==> src/rtl/sfx_pkg.sv <==
// Shared types and defaults for the HeadSoccer sound-effect player.
package sfx_pkg;

  typedef enum logic [1:0] {IDLE, LOAD, PLAY} state_e;

  localparam int unsigned SFX_ADDR_W      = 16;
  localparam int unsigned SFX_DATA_W      = 16;
  localparam int unsigned SFX_REPEAT      = 6;
  localparam int unsigned SFX_GAIN_SHIFT  = 14;
  localparam int unsigned SFX_ROM_LATENCY = 1;

  // Clip bounds inside the effects ROM image (inclusive).
  localparam logic [SFX_ADDR_W-1:0] KICK_START    = 16'd0;
  localparam logic [SFX_ADDR_W-1:0] KICK_END      = 16'd1599;
  localparam logic [SFX_ADDR_W-1:0] GOAL_START    = 16'd1600;
  localparam logic [SFX_ADDR_W-1:0] GOAL_END      = 16'd9599;
  localparam logic [SFX_ADDR_W-1:0] WHISTLE_START = 16'd9600;
  localparam logic [SFX_ADDR_W-1:0] WHISTLE_END   = 16'd13599;

endpackage

==> src/rtl/sfx_rom_pipe.sv <==
// Valid/tag delay line matching the ROM read latency; tag 1 marks the
// initial load read, tag 0 a prefetch read.
module sfx_rom_pipe #(
  parameter int unsigned LATENCY = 1
) (
  input  logic clk,
  input  logic rst,
  input  logic flush,
  input  logic issue,
  input  logic issue_tag,
  output logic out_valid,
  output logic out_tag
);

  logic [LATENCY-1:0] valid_q, valid_d;
  logic [LATENCY-1:0] tag_q, tag_d;

  always_comb begin
    valid_d    = flush ? '0 : (valid_q << 1);
    tag_d      = tag_q << 1;
    valid_d[0] = issue;
    tag_d[0]   = issue_tag;
  end

  always_ff @(posedge clk or posedge rst) begin
    if (rst) begin
      valid_q <= '0;
      tag_q   <= '0;
    end else begin
      valid_q <= valid_d;
      tag_q   <= tag_d;
    end
  end

  assign out_valid = valid_q[LATENCY-1];
  assign out_tag   = tag_q[LATENCY-1];

endmodule

==> src/rtl/sfx_sample_player.sv <==
// Sound-effect clip player: reads ROM samples, repeats each REPEAT times and
// feeds the Audio_Controller output FIFO; writes silence while idle.
module sfx_sample_player
  import sfx_pkg::*;
#(
  parameter int unsigned ADDR_W      = SFX_ADDR_W,
  parameter int unsigned DATA_W      = SFX_DATA_W,
  parameter int unsigned REPEAT      = SFX_REPEAT,
  parameter int unsigned ROM_LATENCY = SFX_ROM_LATENCY,
  parameter int unsigned GAIN_SHIFT  = SFX_GAIN_SHIFT
) (
  input  logic              CLOCK_50,
  input  logic              reset,
  input  logic              play,
  input  logic              stop,
  input  logic              loop,
  input  logic [ADDR_W-1:0] clip_start,
  input  logic [ADDR_W-1:0] clip_end,
  output logic [ADDR_W-1:0] rom_address,
  input  logic [DATA_W-1:0] rom_data,
  input  logic              audio_out_allowed,
  output logic              write_audio_out,
  output logic [31:0]       left_channel_audio_out,
  output logic [31:0]       right_channel_audio_out,
  output logic              busy,
  output logic              done
);

  state_e                    state_q, state_d;
  logic [ADDR_W-1:0]         start_q, start_d;
  logic [ADDR_W-1:0]         end_q, end_d;
  logic                      loop_q, loop_d;
  logic [ADDR_W-1:0]         addr_q, addr_d;
  logic [ADDR_W-1:0]         rom_address_q, rom_address_d;
  logic signed [DATA_W-1:0]  cur_q, cur_d;
  logic                      cur_valid_q, cur_valid_d;
  logic [DATA_W-1:0]         next_q, next_d;
  logic                      next_valid_q, next_valid_d;
  logic [7:0]                rep_q, rep_d;

  logic                      pipe_flush, pipe_issue, pipe_issue_tag;
  logic                      cap_valid, cap_tag;
  logic                      play_ok, last_rep, at_end, pf_hit, next_avail;
  logic [DATA_W-1:0]         next_eff;
  logic [31:0]               sample_ext, sample_scaled;

  function automatic logic [ADDR_W-1:0] nxt(input logic [ADDR_W-1:0] a,
                                            input logic [ADDR_W-1:0] s,
                                            input logic [ADDR_W-1:0] e);
    return (a == e) ? s : a + ADDR_W'(1);
  endfunction

  sfx_rom_pipe #(.LATENCY(ROM_LATENCY)) u_rom_pipe (
    .clk       (CLOCK_50),
    .rst       (reset),
    .flush     (pipe_flush),
    .issue     (pipe_issue),
    .issue_tag (pipe_issue_tag),
    .out_valid (cap_valid),
    .out_tag   (cap_tag)
  );

  assign play_ok    = play && !stop && (clip_end >= clip_start);
  assign last_rep   = (rep_q == 8'(REPEAT - 1));
  assign at_end     = (addr_q == end_q);
  assign pf_hit     = cap_valid && !cap_tag;
  // A prefetch landing on the same edge as the sample advance is used directly.
  assign next_avail = next_valid_q || pf_hit;
  assign next_eff   = next_valid_q ? next_q : rom_data;

  assign sample_ext    = 32'(cur_q);
  assign sample_scaled = sample_ext << GAIN_SHIFT;

  always_comb begin
    write_audio_out = audio_out_allowed && !reset &&
                      (state_q == IDLE || (state_q == PLAY && cur_valid_q));
    done = write_audio_out && state_q == PLAY && last_rep && at_end &&
           !loop_q && !stop && !play_ok;
    left_channel_audio_out  = (state_q == PLAY && cur_valid_q) ? sample_scaled : '0;
    right_channel_audio_out = left_channel_audio_out;
    busy        = (state_q != IDLE);
    rom_address = rom_address_q;
  end

  always_comb begin
    state_d        = state_q;
    start_d        = start_q;
    end_d          = end_q;
    loop_d         = loop_q;
    addr_d         = addr_q;
    rom_address_d  = rom_address_q;
    cur_d          = cur_q;
    cur_valid_d    = cur_valid_q;
    next_d         = next_q;
    next_valid_d   = next_valid_q;
    rep_d          = rep_q;
    pipe_flush     = 1'b0;
    pipe_issue     = 1'b0;
    pipe_issue_tag = 1'b0;

    if (stop) begin
      if (state_q != IDLE) begin
        state_d      = IDLE;
        pipe_flush   = 1'b1;
        cur_valid_d  = 1'b0;
        next_valid_d = 1'b0;
        rep_d        = '0;
      end
    end else if (play_ok) begin
      start_d        = clip_start;
      end_d          = clip_end;
      loop_d         = loop;
      addr_d         = clip_start;
      rom_address_d  = clip_start;
      pipe_flush     = 1'b1;
      pipe_issue     = 1'b1;
      pipe_issue_tag = 1'b1;
      cur_valid_d    = 1'b0;
      next_valid_d   = 1'b0;
      rep_d          = '0;
      state_d        = LOAD;
    end else begin
      case (state_q)
        LOAD: begin
          if (cap_valid && cap_tag) begin
            cur_d         = rom_data;
            cur_valid_d   = 1'b1;
            rep_d         = '0;
            rom_address_d = nxt(addr_q, start_q, end_q);
            pipe_issue    = 1'b1;
            state_d       = PLAY;
          end
        end
        PLAY: begin
          if (pf_hit) begin
            next_d       = rom_data;
            next_valid_d = 1'b1;
          end
          if (!cur_valid_q) begin
            // Recover from a late prefetch once it has arrived.
            if (next_valid_q) begin
              cur_d         = next_q;
              cur_valid_d   = 1'b1;
              next_valid_d  = 1'b0;
              addr_d        = nxt(addr_q, start_q, end_q);
              rom_address_d = nxt(nxt(addr_q, start_q, end_q), start_q, end_q);
              pipe_issue    = 1'b1;
            end
          end else if (write_audio_out) begin
            if (last_rep) begin
              rep_d = '0;
              if (at_end && !loop_q) begin
                state_d      = IDLE;
                cur_valid_d  = 1'b0;
                next_valid_d = 1'b0;
                pipe_flush   = 1'b1;
              end else if (next_avail) begin
                cur_d         = next_eff;
                next_valid_d  = 1'b0;
                addr_d        = nxt(addr_q, start_q, end_q);
                rom_address_d = nxt(nxt(addr_q, start_q, end_q), start_q, end_q);
                pipe_issue    = 1'b1;
              end else begin
                cur_valid_d = 1'b0;
              end
            end else begin
              rep_d = rep_q + 8'd1;
            end
          end
        end
        default: ;
      endcase
    end
  end

  always_ff @(posedge CLOCK_50 or posedge reset) begin
    if (reset) begin
      state_q       <= IDLE;
      start_q       <= '0;
      end_q         <= '0;
      loop_q        <= 1'b0;
      addr_q        <= '0;
      rom_address_q <= '0;
      cur_q         <= '0;
      cur_valid_q   <= 1'b0;
      next_q        <= '0;
      next_valid_q  <= 1'b0;
      rep_q         <= '0;
    end else begin
      state_q       <= state_d;
      start_q       <= start_d;
      end_q         <= end_d;
      loop_q        <= loop_d;
      addr_q        <= addr_d;
      rom_address_q <= rom_address_d;
      cur_q         <= cur_d;
      cur_valid_q   <= cur_valid_d;
      next_q        <= next_d;
      next_valid_q  <= next_valid_d;
      rep_q         <= rep_d;
    end
  end

endmodule

==> config.mk <==
export PLATFORM = sky130hd
export DESIGN_NAME = sfx_sample_player
export DESIGN_NICKNAME = d
export VERILOG_FILES = /design/src/rtl/sfx_pkg.sv /design/src/rtl/sfx_rom_pipe.sv /design/src/rtl/sfx_sample_player.sv
export SDC_FILE = /design/constraint.sdc
export NUM_CORES = 1
export LEC_CHECK = 0
export ABC_AREA = 1
export BUFFER_PORTS_ARGS = -buffer_cell sky130_fd_sc_hd__buf_2
export CAP_MARGIN = 15
export CORE_MARGIN = 1
export CORE_UTILIZATION = 40
export CTS_CLUSTER_DIAMETER = 60
export DETAILED_ROUTE_END_ITERATION = 8
export GPL_TIMING_DRIVEN = 0
export RECOVER_POWER = 100
export SYNTH_ARGS = -nofsm -noshare
export SYNTH_HDL_FRONTEND = slang
export SYNTH_SLANG_ARGS = --single-unit
==> constraint.sdc <==
create_clock -name CLOCK_50 -period 5.52 [get_ports CLOCK_50]
set_input_delay 1.104 -clock CLOCK_50 [delete_from_list [all_inputs] [get_ports CLOCK_50]]
set_output_delay 1.104 -clock CLOCK_50 [all_outputs]
set_load 0.01 [all_outputs]
; ---- Yosys cells after proc, flatten, opt, wreduce, memory -nomap -nowiden
; Index checks and enable logic that the tools add are counted.
[classes]
addsub = 3
magnitude_cmp = 1
eq_ne = 27
muxes = 76
n_bitwise = 2
reduce_logical = 38
[ops]
columns = op, n
row1 = 16-bit 2-to-1 mux, 26
row2 = 16-bit one-hot mux with 2 select lines, 2
row3 = 8-bit 2-to-1 mux, 7
row4 = "4-bit inequality test, second input constant", 9
row5 = "16-bit by 1-bit adder with 16-bit output, second input constant", 2
row6 = 16-bit equality test, 2
row7 = 32-bit 2-to-1 mux, 1
row8 = 1-bit 2-to-1 mux, 28
row9 = "3-bit inequality test, second input constant", 7
row10 = 16-bit greater-or-equal comparator, 1
row11 = 2-bit 2-to-1 mux, 8
row12 = 8-bit one-hot mux with 2 select lines, 1
row13 = 1-bit logical AND, 14
row14 = 7-bit AND reduction, 2
row15 = 9-bit AND reduction, 1
row16 = 3-bit nonzero test, 3
row17 = "8-bit by 1-bit adder with 8-bit output, second input constant", 1
row18 = "8-bit by 3-bit equality test with 1-bit output, second input constant", 1
row19 = 8-bit AND reduction, 1
row20 = "3-bit by 1-bit inequality test with 1-bit output, second input constant", 2
row21 = 2-bit nonzero test, 3
row22 = 1-bit zero test, 5
row23 = 5-bit AND reduction, 1
row24 = "4-bit by 3-bit inequality test with 1-bit output, second input constant", 1
row25 = 14 further kinds, 18
[word_totals]
regBits = 111
inputBits = 54
output_inout_bits = 83
word_cells = 160

; ---- Logic depth before layout (Yosys ltp)
[logic_depth]
ltp_word = 11
mapped_depth = 20

; ---- Modules after synthesis
; A second synthesis with hierarchy kept.
[hier_totals]
hier_cells = 1215
area_unflattened_um2 = 7983.9
[by_module_without_submodules]
columns = mod, instances, cells_each, area_per_inst_um2, seq_area_each_um2
row1 = sfx_sample_player, 1, 1212, 7930.1, 2727.6
row2 = sfx_rom_pipe, 1, 3, 53.8, 50.0

; ---- Worst setup path before layout
; No wires, ideal clock.
[synth_timing]
kind = input port to output port
start = in reset
end = out done
arrival_time_ns = 4.411
setup_slack_ns = 0.005
cell_stages = 5
path_buffers = 0
cell_sequence = inv_1 > nand3_1 > inv_1 > nand3_1 > nor3_1
[synth_between]
elab_chain_cells = 9
[synth_lines]
columns = element, line
row1 = start: declaration, sfx_sample_player.sv:13  ; input logic reset,
row2 = 1-bit zero test (no source line), n/a
row3 = 1-bit logical AND (2 in a row), sfx_sample_player.sv:75  ; write_audio_out = audio_out_allowed && !reset &&
row4 = named net write_audio_out, sfx_sample_player.sv:22  ; output logic write_audio_out,
row5 = 1-bit logical AND (4 in a row), sfx_sample_player.sv:77  ; done = write_audio_out && state_q == PLAY && last_rep && at_end &&
row6 = 1-bit logical AND (2 in a row), sfx_sample_player.sv:78  ; !loop_q && !stop && !play_ok;
row7 = end: declaration, sfx_sample_player.sv:26  ; output logic done
; The timed path passes the listed nets, and every way through them passes these cells.

; ---- Final worst setup path
[layout_timing]
start = in clip_start[0]
end = out done
[layout_between]
elab_chain_cells = 4
[layout_lines]
columns = element, line
row1 = start: declaration, sfx_sample_player.sv:17  ; input logic [ADDR_W-1:0] clip_start,
row2 = 16-bit greater-or-equal comparator, sfx_sample_player.sv:63  ; assign play_ok = play && !stop && (clip_end >= clip_start);
row3 = 1-bit logical AND, sfx_sample_player.sv:63
row4 = 1-bit zero test, sfx_sample_player.sv:78
row5 = 1-bit logical AND, sfx_sample_player.sv:78
; No other way between the ends.

==> flow_results.org <==
** Run status
- The run finished, with violations left.
- Failing checks :: capacitance limit, slew limit

** Finish
- Area used by multi-input combinational logic :: 4100 um^2
- The count of cells in the finished layout, fillers not included, comes to between 1500 and 2000.
- In the final layout, the share of cells above drive strength 1 is about an eighth.
- Antenna Cells :: 0
- Area delta synth->final :: 15.2%
- The final layout contains around 1400 nets.
- Measured on the finished design, the core utilization comes to 47.0%.
- Area taken by flip-flops and latches :: roughly 2800 um^2
- The layout has 2100 filler cells.

** STA
- For the final routed database, the setup TNS stands at 0 ps.
- On the final layout, the worst clock skew is ~11 ps.
- Worst-case hold slack :: 484 ps
- Peak Freq :: 202 MHz
- The count of final hold-check violations came to 0.
- Final slew viol count :: 65
- Actual transition at the worst max-transition pin :: between 3000 and 4000 ps
- Subtracting the final worst setup slack from the clock period gives about 4900 ps.
- RSZ-0062 raised after global routing :: false
- Total of endpoints with negative setup slack in the final report :: 0
- Of the available clock period, the critical path in the final layout requires between 80 and 90%.
- Max transition margin :: -113%

** Logic synthesis
- By count the netlist is led by sky130_fd_sc_hd__nand2_1, sky130_fd_sc_hd__inv_1, sky130_fd_sc_hd__nand3_1, sky130_fd_sc_hd__o21ai_0, sky130_fd_sc_hd__dfrtp_1.
- Among all cell types in the netlist, the one instantiated most often is sky130_fd_sc_hd__nand2_1.
- Yosys mapped a number of flops with a built-in enable equal to 0.
- Async set-reset flop share out of synthesis :: 100%
- Total number of yosys warnings :: 0
- The number of different library cells used by synthesis comes to 33.
- The synthesized design devotes to its leading area cell type between 30% and 40% of total area.
- In the post-synthesis netlist, the biggest area contributors are sky130_fd_sc_hd__dfrtp_1, sky130_fd_sc_hd__nand2_1, sky130_fd_sc_hd__nand3_1, sky130_fd_sc_hd__o21ai_0, sky130_fd_sc_hd__inv_1.
- Synth Flop Type :: sky130_fd_sc_hd__dfrtp_1
- After synthesis the cells add up to ~8000 um^2.
- Instance count of the mapped netlist :: 1206
- Synthesized area divided by synthesized cell count :: 6.59 um^2
- Fraction of the yosys area taken by sequential cells :: 34.9%
- sky130_fd_sc_hd__dfrtp_1 takes more of the synthesized area than any other cell.
- The synthesized design contains 111 register bits.

** Job
- # Max-Cap Violations :: 1

** Setup path
- Crit path max fanout :: 8
- STA puts the critical path data arrival time at 3840 ps.
- STA classifies the critical path startpoint as an input pin.
- For the worst setup path, the data required time is 4420 ps.
- Setup Crit Path Kind :: in2out
- Endpoint class of the critical path :: output port

** Detailed routing
- The routed design has 24.7 mm of wire.
- Mean number of vias per cell :: about 4.9
- Average detailed-routed wire length per instance :: roughly 15 um
- Pre-antenna DRT Iters :: 7
- For this block, the initial DRC count from the detailed router was 530.
- Detailed-route DRC error count :: 0
- ANT nets after route :: 0
- Total number of vias :: ~8000

** Placed design
- Post-detailed-placement half-perimeter wirelength :: 18.8 mm
- Final Wtd Congestion :: 0.921
- Placed insts :: ~1600
- The count of buffers added on input and output ports is roughly 110.

** Global route
- Largest net degree at the start of global routing :: 65
- Total track usage :: about a quarter
- Vias in the first global route :: between 7000 and 8000
- Number of antenna violations at the first check in global routing :: 0
- Total gr overflow :: 0
- First-pass GRT wire length :: roughly 40 mm

** Clock network
- Once the clock tree was built, the setup fixing pass inserted 0 buffers.
- Number of clock sinks seen by CTS :: roughly 110
- Master cell of the clock root buffer :: sky130_fd_sc_hd__clkbuf_16
- In this run the deepest clock path goes through 2 buffers.
- For the worst-skew pair, the clock arrives at the later sink with an insertion delay of 370 ps.
- In this run, post-CTS hold repair placed 0 buffers.
- H-tree lvl count :: 3
- After clock tree synthesis, the clock-pin slew on the worst setup and hold paths is around 80 ps.
- The number of gates resized after CTS was 0.
- Buffers inserted during clock tree synthesis total 9.
- TritonCTS built the clock tree.

** Die
- Die extent in y :: ~140 um
- Die X :: approximately 140 um
- The die covers roughly 20000 um^2.
- In this run the standard cell core region covers approximately 19000 um^2.
- Row Count :: ~50
- Pin placement for this block handled approximately 140 I/O pins.
- For this configuration, the core starts out at a cell density of 40.9%.

** Pwr
- Max VDD drop :: 0.000172 V
- Power density relative to cell area :: around 430 nW/um^2
- The analysis attributes to cell leakage a power of between 4 and 5 nW.

** Hold path
- In this run the worst hold path is classified as reg2reg.
## sequential cells by signal, indices dropped and copies added, names as in the netlist
| signal | flops |
|---|---|
| addr_q | 16 |
| cur_q | 16 |
| end_q | 16 |
| next_q | 16 |
| rom_address | 16 |
| start_q | 16 |
| rep_q | 8 |
| state_q | 2 |
| cur_valid_q | 1 |
| loop_q | 1 |
| next_valid_q | 1 |
| u_rom_pipe.out_tag | 1 |
| u_rom_pipe.out_valid | 1 |
## critical path, cell delays in order
cell and delay [ps]:
sky130_fd_sc_hd__clkbuf_1 120, sky130_fd_sc_hd__ha_1 300, sky130_fd_sc_hd__o21ai_0 270, sky130_fd_sc_hd__a21boi_0 150, sky130_fd_sc_hd__o21ai_0 160, sky130_fd_sc_hd__nand2_1 120, sky130_fd_sc_hd__a21oi_1 310, sky130_fd_sc_hd__o21ai_0 380
sky130_fd_sc_hd__nand2_1 350, sky130_fd_sc_hd__nand2_1 180, sky130_fd_sc_hd__nor3_1 210, sky130_fd_sc_hd__clkbuf_1 170
## area by class of cell
cell class	instances	share of cell area, %
Multi-Input combinational cell	869	44.8
Buffer	91	6.16
Clock buffer	10	2.61
Sequential cell	111	30.3
Timing Repair Buffer	109	5.23
Tap cell	265	3.62
Clock inverter	6	0.547
Inverter	162	6.70
## path summary, 6_finish.rpt
| path | from | endpoint | slack, ps | cells past startpoint |
|---|---|---|---|---|
| setup / recovery | clip_start[0] | done | 580 | 12 |
| hold / removal | next_q[9] | next_q[9] | 480 | 2 |
| setup reg to reg | rep_q[1] | addr_q[2] | 2340 | 11 |
| hold reg to reg | next_q[9] | next_q[9] | 480 | 2 |
| max in group asynchronous | reset | end_q[2] | 1160 | 3 |
| min in group asynchronous | reset | end_q[15] | 750 | 2 |
## report_power, final
group	total (mW)	switching, mW	internal [mW]	leakage [nW]
Sequential	1.35	0.234	1.11	1.38
Clock	0.674	0.346	0.327	0.142
Combinational	1.89	1.25	0.635	3.31
Total	3.90	1.83	2.07	4.83
## per-layer routing
| layer | part of all wire [%] | track usage, % |
|---|---|---|
| met2 | 44 | 39.7 |
| met5 | 0 | 0 |
| met4 | 3.2 | 9.73 |
| met1 | 46 | 34.0 |
| met3 | 6.2 | 5.37 |
## cell families (layout without fill, tap and decap cells)
family	count (synthesis)	in the layout	synth area share (%)
buffers and inverters	253	378	14.8
and+or+nand+nor	634	634	34.0
adders and majority gates	23	23	3.62
AOI/OAI and AO/OA	165	165	10.6
xor gates and xnor gates	19	19	2.09
other	1	28	0.0472
DFF	111	111	34.9
## cells in the final DEF, fill, tap and decap left out, types with 8 or more instances in the layout
cell type | synthesis | layout
sky130_fd_sc_hd__nand2_1 | 350 | 350
sky130_fd_sc_hd__o21ai_0 | 127 | 127
sky130_fd_sc_hd__buf_2 | 5 | 55
sky130_fd_sc_hd__ha_1 | 23 | 23
sky130_fd_sc_hd__nand2_2 | 13 | 13
sky130_fd_sc_hd__conb_1 | 1 | 28
sky130_fd_sc_hd__dfrtp_1 | 111 | 111
sky130_fd_sc_hd__nor2_1 | 104 | 104
sky130_fd_sc_hd__nand4_1 | 8 | 8
sky130_fd_sc_hd__a21oi_1 | 28 | 28
sky130_fd_sc_hd__clkbuf_16 | 0 | 9
sky130_fd_sc_hd__nand3_1 | 128 | 128
sky130_fd_sc_hd__buf_4 | 54 | 53
sky130_fd_sc_hd__clkbuf_1 | 28 | 88
sky130_fd_sc_hd__inv_2 | 13 | 13
sky130_fd_sc_hd__xor2_1 | 19 | 19
sky130_fd_sc_hd__inv_1 | 149 | 148
sky130_fd_sc_hd__nor2_2 | 9 | 9
## metrics by stage
stage / area, um^2 / worst slack [ps] / total power [mW]
2_1_floorplan: 8050 / 4.98 / 2.68
3_3_place_gp: 8920 / -1730 / 3.22
3_5_place_dp: 8960 / 491 / 3.25
4_1_cts: 9250 / 638 / 3.93
5_1_grt: 9160 / 371 / 4.25
6_report: 9160 / 580 / 3.90
Power figures use the tool's default switching activity.
